### config.mk
export PLATFORM = sky130hd
export DESIGN_NAME = ble_config_loader_flat
export DESIGN_NICKNAME = d
export VERILOG_FILES = /design/src/rtl/ble_config_loader_if.sv /design/src/rtl/ble_config_loader.sv /design/src/flat_wrapper.sv
export SDC_FILE = /design/constraint.sdc
export NUM_CORES = 1
export LEC_CHECK = 0
export CORE_MARGIN = 4
export CORE_UTILIZATION = 39
export DETAILED_ROUTE_END_ITERATION = 10
export SYNTH_ARGS = -nofsm -noshare
export SYNTH_HDL_FRONTEND = slang
export SYNTH_SLANG_ARGS = --single-unit
### constraint.sdc
create_clock -name clk -period 1.4 [get_ports clk]
set_clock_uncertainty 0.1 [all_clocks]
set_input_delay 0.14 -clock clk [delete_from_list [all_inputs] [get_ports clk]]
set_output_delay 0.14 -clock clk [all_outputs]
set_load 0.02 [all_outputs]
### src/rtl/ble_config_loader_if.sv
// Configuration stream handshake between a bitstream source and ble_config_loader.
// The master drives frame control and serial bits; the slave returns bitready.
interface ble_config_loader_if;
  logic start;
  logic abort;
  logic bitin;
  logic bitvalid;
  logic bitready;

  modport master (
    output start,
    output abort,
    output bitin,
    output bitvalid,
    input  bitready
  );

  modport slave (
    input  start,
    input  abort,
    input  bitin,
    input  bitvalid,
    output bitready
  );
endinterface

### src/rtl/ble_config_loader.sv
// Serial configuration loader for a NUMBLE-BLE fabric: shifts a frame into a shadow
// register and commits it atomically. Define PARITY_CHECK_EN to add a trailing even-parity bit check.
module ble_config_loader #(
  parameter int NUMBLE  = 9,
  parameter int LUTBITS = 16
) (
  input  logic                      clk,
  input  logic                      rstn,
  ble_config_loader_if.slave        cfg_if,
  output logic [NUMBLE*LUTBITS-1:0] lutcfg,
  output logic [NUMBLE-1:0]         selcfg,
  output logic                      cfgbusy,
  output logic                      cfgdone,
  output logic                      cfgerr
);

  localparam int FRAMELEN = NUMBLE * (LUTBITS + 1);
  localparam int CNT_W    = $clog2(FRAMELEN + 1);
  localparam logic [CNT_W-1:0] LAST_IDX = CNT_W'(FRAMELEN - 1);

  typedef enum logic [1:0] {
    S_IDLE   = 2'd0,
    S_LOAD   = 2'd1,
    S_COMMIT = 2'd2
`ifdef PARITY_CHECK_EN
    , S_CHECK = 2'd3
`endif
  } state_e;

  state_e                    state_q, state_d;
  logic [CNT_W-1:0]          cnt_q, cnt_d;
  logic [FRAMELEN-1:0]       shadow_q, shadow_d;
  logic [NUMBLE*LUTBITS-1:0] lut_q, lut_d;
  logic [NUMBLE-1:0]         sel_q, sel_d;
  logic                      done_q, done_d;
  logic                      bitready_q, bitready_d;
  logic                      busy_q, busy_d;
  logic                      accept;
  logic [NUMBLE*LUTBITS-1:0] frame_lut;
  logic [NUMBLE-1:0]         frame_sel;
`ifdef PARITY_CHECK_EN
  logic                      err_q, err_d;
  logic                      parity_q, parity_d;
`endif

  // The shadow fills as a shift register, so frame bit i ends at shadow_q[i].
  always_comb begin
    frame_lut = '0;
    frame_sel = '0;
    for (int k = 0; k < NUMBLE; k++) begin
      for (int j = 0; j < LUTBITS; j++) begin
        frame_lut[k*LUTBITS + j] = shadow_q[k*(LUTBITS+1) + j];
      end
      frame_sel[k] = shadow_q[k*(LUTBITS+1) + LUTBITS];
    end
  end

  assign accept = cfg_if.bitvalid && bitready_q;

  // NOTE: every _d gets a default first so no path leaves it unassigned (no latches).
  always_comb begin
    state_d  = state_q;
    cnt_d    = cnt_q;
    shadow_d = shadow_q;
    lut_d    = lut_q;
    sel_d    = sel_q;
    done_d   = done_q;
`ifdef PARITY_CHECK_EN
    err_d    = err_q;
    parity_d = parity_q;
`endif
    if (state_q != S_IDLE && cfg_if.abort) begin
      state_d  = S_IDLE;
      cnt_d    = '0;
      shadow_d = '0;
`ifdef PARITY_CHECK_EN
      parity_d = 1'b0;
`endif
    end else begin
      case (state_q)
        S_IDLE: begin
          if (cfg_if.start) begin
            state_d  = S_LOAD;
            cnt_d    = '0;
            shadow_d = '0;
`ifdef PARITY_CHECK_EN
            err_d    = 1'b0;
            parity_d = 1'b0;
`endif
          end
        end
        S_LOAD: begin
          if (accept) begin
            shadow_d = {cfg_if.bitin, shadow_q[FRAMELEN-1:1]};
            cnt_d    = cnt_q + CNT_W'(1);
`ifdef PARITY_CHECK_EN
            parity_d = parity_q ^ cfg_if.bitin;
            if (cnt_q == LAST_IDX) state_d = S_CHECK;
`else
            if (cnt_q == LAST_IDX) state_d = S_COMMIT;
`endif
          end
        end
`ifdef PARITY_CHECK_EN
        S_CHECK: begin
          if (accept) begin
            if (cfg_if.bitin == parity_q) begin
              state_d = S_COMMIT;
            end else begin
              state_d = S_IDLE;
              err_d   = 1'b1;
            end
          end
        end
`endif
        S_COMMIT: begin
          lut_d   = frame_lut;
          sel_d   = frame_sel;
          done_d  = 1'b1;
          state_d = S_IDLE;
        end
        default: state_d = S_IDLE;
      endcase
    end
`ifdef PARITY_CHECK_EN
    bitready_d = (state_d == S_LOAD) || (state_d == S_CHECK);
`else
    bitready_d = (state_d == S_LOAD);
`endif
    busy_d = (state_d != S_IDLE);
  end

  // NOTE: state uses non-blocking assignments so every flop samples pre-edge values.
  always_ff @(posedge clk) begin
    if (!rstn) begin
      state_q    <= S_IDLE;
      cnt_q      <= '0;
      // NOTE: the shadow is wide but is still cleared so an aborted/reset frame never leaks.
      shadow_q   <= '0;
      lut_q      <= '0;
      sel_q      <= '0;
      done_q     <= 1'b0;
      bitready_q <= 1'b0;
      busy_q     <= 1'b0;
`ifdef PARITY_CHECK_EN
      err_q      <= 1'b0;
      parity_q   <= 1'b0;
`endif
    end else begin
      state_q    <= state_d;
      cnt_q      <= cnt_d;
      shadow_q   <= shadow_d;
      lut_q      <= lut_d;
      sel_q      <= sel_d;
      done_q     <= done_d;
      bitready_q <= bitready_d;
      busy_q     <= busy_d;
`ifdef PARITY_CHECK_EN
      err_q      <= err_d;
      parity_q   <= parity_d;
`endif
    end
  end

  assign cfg_if.bitready = bitready_q;
  assign lutcfg          = lut_q;
  assign selcfg          = sel_q;
  assign cfgbusy         = busy_q;
  assign cfgdone         = done_q;
`ifdef PARITY_CHECK_EN
  assign cfgerr          = err_q;
`else
  assign cfgerr          = 1'b0;
`endif

endmodule

### src/flat_wrapper.sv
// flat-port wrapper written by rule: the top's interface ports become plain ports
module ble_config_loader_flat 
#(
  parameter int NUMBLE  = 9,
  parameter int LUTBITS = 16
)
  (clk, rstn, lutcfg, selcfg, cfgbusy, cfgdone, cfgerr, cfg_if_start, cfg_if_abort, cfg_if_bitin, cfg_if_bitvalid, cfg_if_bitready);
  ble_config_loader_if cfg_if_i ();
  input  logic clk;
  input  logic rstn;
  output logic [NUMBLE*LUTBITS-1:0] lutcfg;
  output logic [NUMBLE-1:0] selcfg;
  output logic cfgbusy;
  output logic cfgdone;
  output logic cfgerr;
  input wire logic [$bits(cfg_if_i.start)-1:0] cfg_if_start;
  input wire logic [$bits(cfg_if_i.abort)-1:0] cfg_if_abort;
  input wire logic [$bits(cfg_if_i.bitin)-1:0] cfg_if_bitin;
  input wire logic [$bits(cfg_if_i.bitvalid)-1:0] cfg_if_bitvalid;
  output wire logic [$bits(cfg_if_i.bitready)-1:0] cfg_if_bitready;
  assign cfg_if_i.start = cfg_if_start;
  assign cfg_if_i.abort = cfg_if_abort;
  assign cfg_if_i.bitin = cfg_if_bitin;
  assign cfg_if_i.bitvalid = cfg_if_bitvalid;
  assign cfg_if_bitready = cfg_if_i.bitready;
  ble_config_loader #(.NUMBLE(NUMBLE), .LUTBITS(LUTBITS)) u_core (.clk(clk), .rstn(rstn), .cfg_if(cfg_if_i), .lutcfg(lutcfg), .selcfg(selcfg), .cfgbusy(cfgbusy), .cfgdone(cfgdone), .cfgerr(cfgerr));
endmodule
# Word-level counts from Yosys, hierarchy flattened
# Index checks and enable logic that the tools add are counted.
# totals
ramBits	0
input_bits	6
reg_bits	319
mem_count	0
rom_bits	0
out_inout_bits	157
elab_cells	37
latchBits	0
# op_classes
eq_ne	6
n_div	0
n_lt_le_gt_ge	0
add_sub_neg	1
shifts	0
n_reduce_logical	9
n_bitwise	2
mux	11
mul	0
# op_table
op	count
two-way mux 153 bit	2
case mux 153 bit (2 select lines)	1
two-way mux 8 bit	2
case mux 8 bit (2 select lines)	1
adder 8 x 1 -> 8 bit (second input constant)	1
== test 8 bit (second input constant)	1
two-way mux 2 bit	4
nonzero test 2 bit	3
== test 2 x 1 -> 1 bit (second input constant)	2
case mux 2 bit (2 select lines)	1
AND reduction 3 bit	1
== test 2 bit (second input constant)	1
logical AND 1 bit	2
zero test 2 bit	1
inequality test 2 x 1 -> 1 bit (second input constant)	1
inequality test 2 bit (second input constant)	1
inverter 1 bit	2
AND reduction 2 bit	1
OR reduction 2 bit	1

# Longest topological paths before layout
# logic_depth
ltp_word	6
ltp_mapped	7
ltp_nobuf	5

# Least setup slack after synthesis
# OpenSTA, ideal clock, no wires.
# synth_path
path_type	reg2reg
start	register u_core.state_q[0]
end	register u_core.lut_q[106], in the netlist u_core.lutcfg[106]
synth_period_minus_slack_ns	1.554
setup_time_ns	0.132
stages_incl_launch_ff	8
t_required_ns	1.168
path_buffers	4
setup_slack_ns	-0.154
t_arrival_ns	1.322
path_cell_list	dfxtp_1 > buf_4 > or3b_1 > buf_2 > buf_6 > buf_6 > nand2_1 > a21oi_1
# synth_via
elab_chain_cells	4
elab_cells_between_ends	5
cone_classes	eq/ne (1); bitwise (1); reduce/logical (3)
# synth_lines
item	line	source
start, declared	ble_config_loader.sv:30	state_e state_q, state_d;
start signal, assigned	ble_config_loader.sv:150	state_q <= state_d;
nonzero test 2 bit	ble_config_loader.sv:72	if (state_q != S_IDLE && cfg_if.abort) begin
logical AND 1 bit	ble_config_loader.sv:72	
inverter 1 bit (no line)	n/a	
AND reduction 2 bit (no line) *	n/a	
end signal, assigned	ble_config_loader.sv:153	lut_q <= lut_d;
end, declared	ble_config_loader.sv:33	logic [NUMBLE*LUTBITS-1:0] lut_q, lut_d;
# Mark *: on every way between the ends. The rest lies on a longest branch, timed or not.
# A chain may end at the register's enable or synchronous reset.

# Worst setup path after layout
# layout_path
start	register u_core.state_q[0]
end	register u_core.shadow_q[31]
# layout_via
elab_chain_cells	3
elab_cells_between_ends	10
cone_classes	eq/ne (3); mux (1); reduce/logical (6)
# layout_lines
item	line	source
== test 2 x 1 -> 1 bit (tied with other cells)	ble_config_loader.sv:80	case (state_q)
inequality test 2 x 1 -> 1 bit (no line) (tied with other cells)	n/a	
AND reduction 3 bit (no line) or OR reduction 2 bit (tied branches)	n/a	
end signal, assigned	ble_config_loader.sv:152	shadow_q <= shadow_d;
end, declared	ble_config_loader.sv:32	logic [FRAMELEN-1:0] shadow_q, shadow_d;
# Parallel ways exist; a longest one is shown, timed or not.

==> Implementation_results.wiki <==
{| class="wikitable"
! Metric !! Value
|-
| DIE HEIGHT || 179 um
|-
| Final weighted congestion in routability-driven placement || 0.774
|-
| Clock tree from TritonCTS || yes
|-
| Total Nets Final || 1614
|-
| Number of max-cap violations || 0
|-
| Largest net degree at the start of global routing || 71
|-
| Unrepaired setup endpoints after global routing || true
|-
| Number of top-level pins || 163
|-
| Most numerous cell types in the synthesized netlist || 466 x nand2_1, 319 x dfxtp_1, 309 x a21oi_1
|-
| GRT Util Overall || 18.8%
|-
| Final instance area || 16900 um^2
|-
| Latest clock arrival within the worst-skew pair || 500 ps
|-
| Fill cells || 2515
|-
| Global-route wire length before repair || 50.6 mm
|-
| Areal power density over the cells || 1140 nW/um^2
|-
| Crit. End Element || register
|-
| Number of H-tree levels || 2
|-
| Clock-pin slew of the registers on the worst-case setup and hold paths || 60 ps
|-
| Part of the power in the clock network || 47.8%
|-
| Final critical delay including setup and external delays || 1600 ps
|-
| Antenna Violating Nets Remaining || 0
|-
| Max IR drop VDD || 0.751 mV
|-
| Deepest clock path buffer count || 3
|-
| Worst Path Arrival || 1880 ps
|-
| Class of the tightest hold or removal check || primary input to register
|-
| Number of warnings issued by yosys || 0
|-
| Number of synthesized register bits || 319
|-
| DRC violation count after routing || 0
|-
| Outcome || finished, violations left
|-
| Vias per cell || 5.21
|-
| Number of flops mapped to enable cells by yosys || 0
|-
| Number of hold violations in the final report || 0
|-
| Cell taking the most area after synthesis || dfxtp_1
|-
| Kind of critical path || register to register
|-
| Root buffer cell || clkbuf_16
|-
| Most used flip-flop cell after synthesis || dfxtp_1
|-
| Mean post-synth cell area || 8.04 um^2
|-
| Unique masters post-synth || 30
|-
| Site row count || 62
|-
| Detailed-route wire length per cell || 17.1 um
|-
| Setup violators final || 318
|-
| Worst Slack Setup Final || -196 ps
|-
| Part of the total power dissipated in combinational logic || 4.9%
|-
| Syn Nets || 1432
|-
| Startpoint type of the worst setup path || register
|-
| Sequential cell fraction of total power || 47.3%
|-
| Crit Path Max Fanout || 19
|-
| Antenna Cells || 0
|-
| Area delta synth->final || 47.4%
|-
| Number of iterations in the first detailed-routing pass || 5
|-
| Pins Over Slew Limit || 0
|-
| Net switching component of the power || 4250 uW
|-
| Overflow left after global routing || 0
|-
| Actual transition at the worst max-transition pin || 534 ps
|-
| Flop-to-flop setup slack || -200 ps
|-
| TritonCTS buffer count || 35
|-
| Area share of the leading cell type in the synthesized netlist || 55.8%
|-
| Relative max-transition margin || 64.0%
|-
| 1st-iter DRT viols || 636
|-
| Post-DP Area || 14300 um^2
|-
| Switching Fraction || 22.1%
|-
| Die area || 32200 um^2
|-
| Initial antenna violation count || 0
|-
| Tcrit/Tclk final || 114%
|-
| Cell area after technology mapping || 11500 um^2
|-
| Maximum clock frequency || 627 MHz
|-
| Number of cells produced by synthesis || 1424
|-
| Core area || 28900 um^2
|-
| CTS Hold Bufs || 0
|-
| Internal portion of total power || 15000 uW
|-
| Share of post-route cells with drive strength above 1 || 26.1%
|-
| Sum of net half-perimeters after detailed placement || 17.7 mm
|-
| Initial core utilization || 39.7%
|-
| Total vias in the final route || 10496
|-
| TritonCTS sink count || 319
|-
| Required time worst endpoint || 1690 ps
|-
| Horizontal die dimension || 179 um
|-
| Leakage power || 0.00544 uW
|-
| Vias in the first global route || 10027
|-
| Quantity of I/O buffers inserted on ports || 161
|-
| Wirelength, routed || 34.5 mm
|-
| Violations in the final reports || setup timing
|-
| Proportion of synthesized flip-flops having asynchronous set or reset || 0%
|-
| Share of the yosys chip area belonging to registers || 55.8%
|-
| Largest cells by area after synthesis || dfxtp_1 56%, nand2_1 15%, a21oi_1 14%, nand3_1 6.9%, clkbuf_1 2.1%
|-
| Most frequently used cell type in the post-synthesis netlist || nand2_1
|-
| Core utilization of the finished layout || 58.5%
|}
[power by group through the flow]
stage | Combinational [uW] | Sequential, uW | Clock [uW]
finish | 949 | 9090 | 9190
global route | 1000 | 9090 | 9750
CTS | 813 | 9090 | 9360
detailed placement | 681 | 9290 | 0
global placement | 677 | 9290 | 0
floorplan | 489 | 9300 | 0
[state kept, by name, indices dropped and copies added, names as in the netlist]
| register | flops |
|---|---|
| u_core.cfg_if.bitready | 1 |
| u_core.cfgbusy | 1 |
| u_core.cfgdone | 1 |
| u_core.cnt_q | 8 |
| u_core.lutcfg | 144 |
| u_core.selcfg | 9 |
| u_core.shadow_q | 153 |
| u_core.state_q | 2 |
[per-layer routing]
| metal | share of wire (%) | GRT usage (%) | vias to the layer above | routed length, um |
|---|---|---|---|---|
| met2 | 47 | 30.4 | 236 | 16100 |
| met5 | 0 | 0 | - | 0 |
| met3 | 4.8 | 3.59 | 36 | 1660 |
| met1 | 47 | 26.1 | 5102 | 16300 |
| met4 | 1.5 | 5.05 | 0 | 527 |
| li1 | - | - | 5122 | - |
[cell usage in the layout, fill, tap and decap left out, types with 3 or more instances in the layout]
cell type,n
buf_16,13
dfxtp_1,314
buf_8,7
buf_12,25
clkbuf_16,57
clkbuf_1,8
a21oi_2,40
nand2_1,459
mux2i_1,6
clkbuf_8,10
nand3_4,6
dfxtp_2,3
clkdlybuf4s15_1,74
or3b_4,3
clkinv_2,4
nand2_2,6
nand4_1,6
nand4b_1,8
clkdlybuf4s50_1,5
buf_6,17
nand3_1,45
nor2_1,3
nand3_2,106
buf_4,26
a21oi_1,268
clkdlybuf4s15_2,69
buf_2,13
[path summary, 6_finish.rpt]
path | from | to | cells past startpoint
max | u_core.state_q[0] | u_core.shadow_q[31] | 5
min | cfg_if_bitin | u_core.shadow_q[152] | 3
max reg2reg | u_core.state_q[0] | u_core.shadow_q[31] | 5
min reg2reg | u_core.lutcfg[39] | u_core.lutcfg[39] | 2
[critical path, cell delays in order, from the launching register on]
cell and delay, ps:
dfxtp_4 370, buf_6 120, or3b_4 480, clkbuf_16 230, nand3_1 100, a21oi_1 70
[per-stage QoR]
step / setup WS, ps / total power [uW] / setup TNS [ps] / cells / hold WS, ps
6_report: -196 / 19200 / -43940 / 2015 / 99.9
5_1_grt: -236 / 19800 / -62540 / 2015 / 116
4_1_cts: -150 / 19300 / -33830 / 1991 / 78.8
3_5_place_dp: -444 / 9970 / -118080 / 1908 / 346
3_3_place_gp: -448 / 9970 / -117550 / 1908 / 342
2_1_floorplan: -104 / 9790 / -11410 / 1424 / 109
[kinds of logic after synthesis]
logic type	synth area share, %
muxes	0.524
buffers and inverters	5.51
other	0.0327
AOI/OAI and AO/OA	14.1
DFF	55.8
adders and majority gates	0.218
and+or+nand+nor	23.9
[layout make-up]
type | instances | area, um^2 | share of cell area, %
Multi-Input combinational cell | 978 | 5350 | 31.7
Clock inverter | 7 | 66.3 | 0.393
Tap cell | 384 | 480 | 2.85
Inverter | 3 | 13.8 | 0.0815
Sequential cell | 319 | 6400 | 37.9
Timing Repair Buffer | 269 | 3480 | 20.6
Clock buffer | 55 | 1090 | 6.48
[repair_timing]
| action | in CTS | in global routing |
|---|---|---|
| resized for setup | 446 | 91 |
| endpoints found under the setup margin | 474 | 408 |
| pin swaps | 10 | 33 |
| cloned | 11 | 23 |
| setup buffers | 10 | 6 |
(Power assumes the default switching activity.)
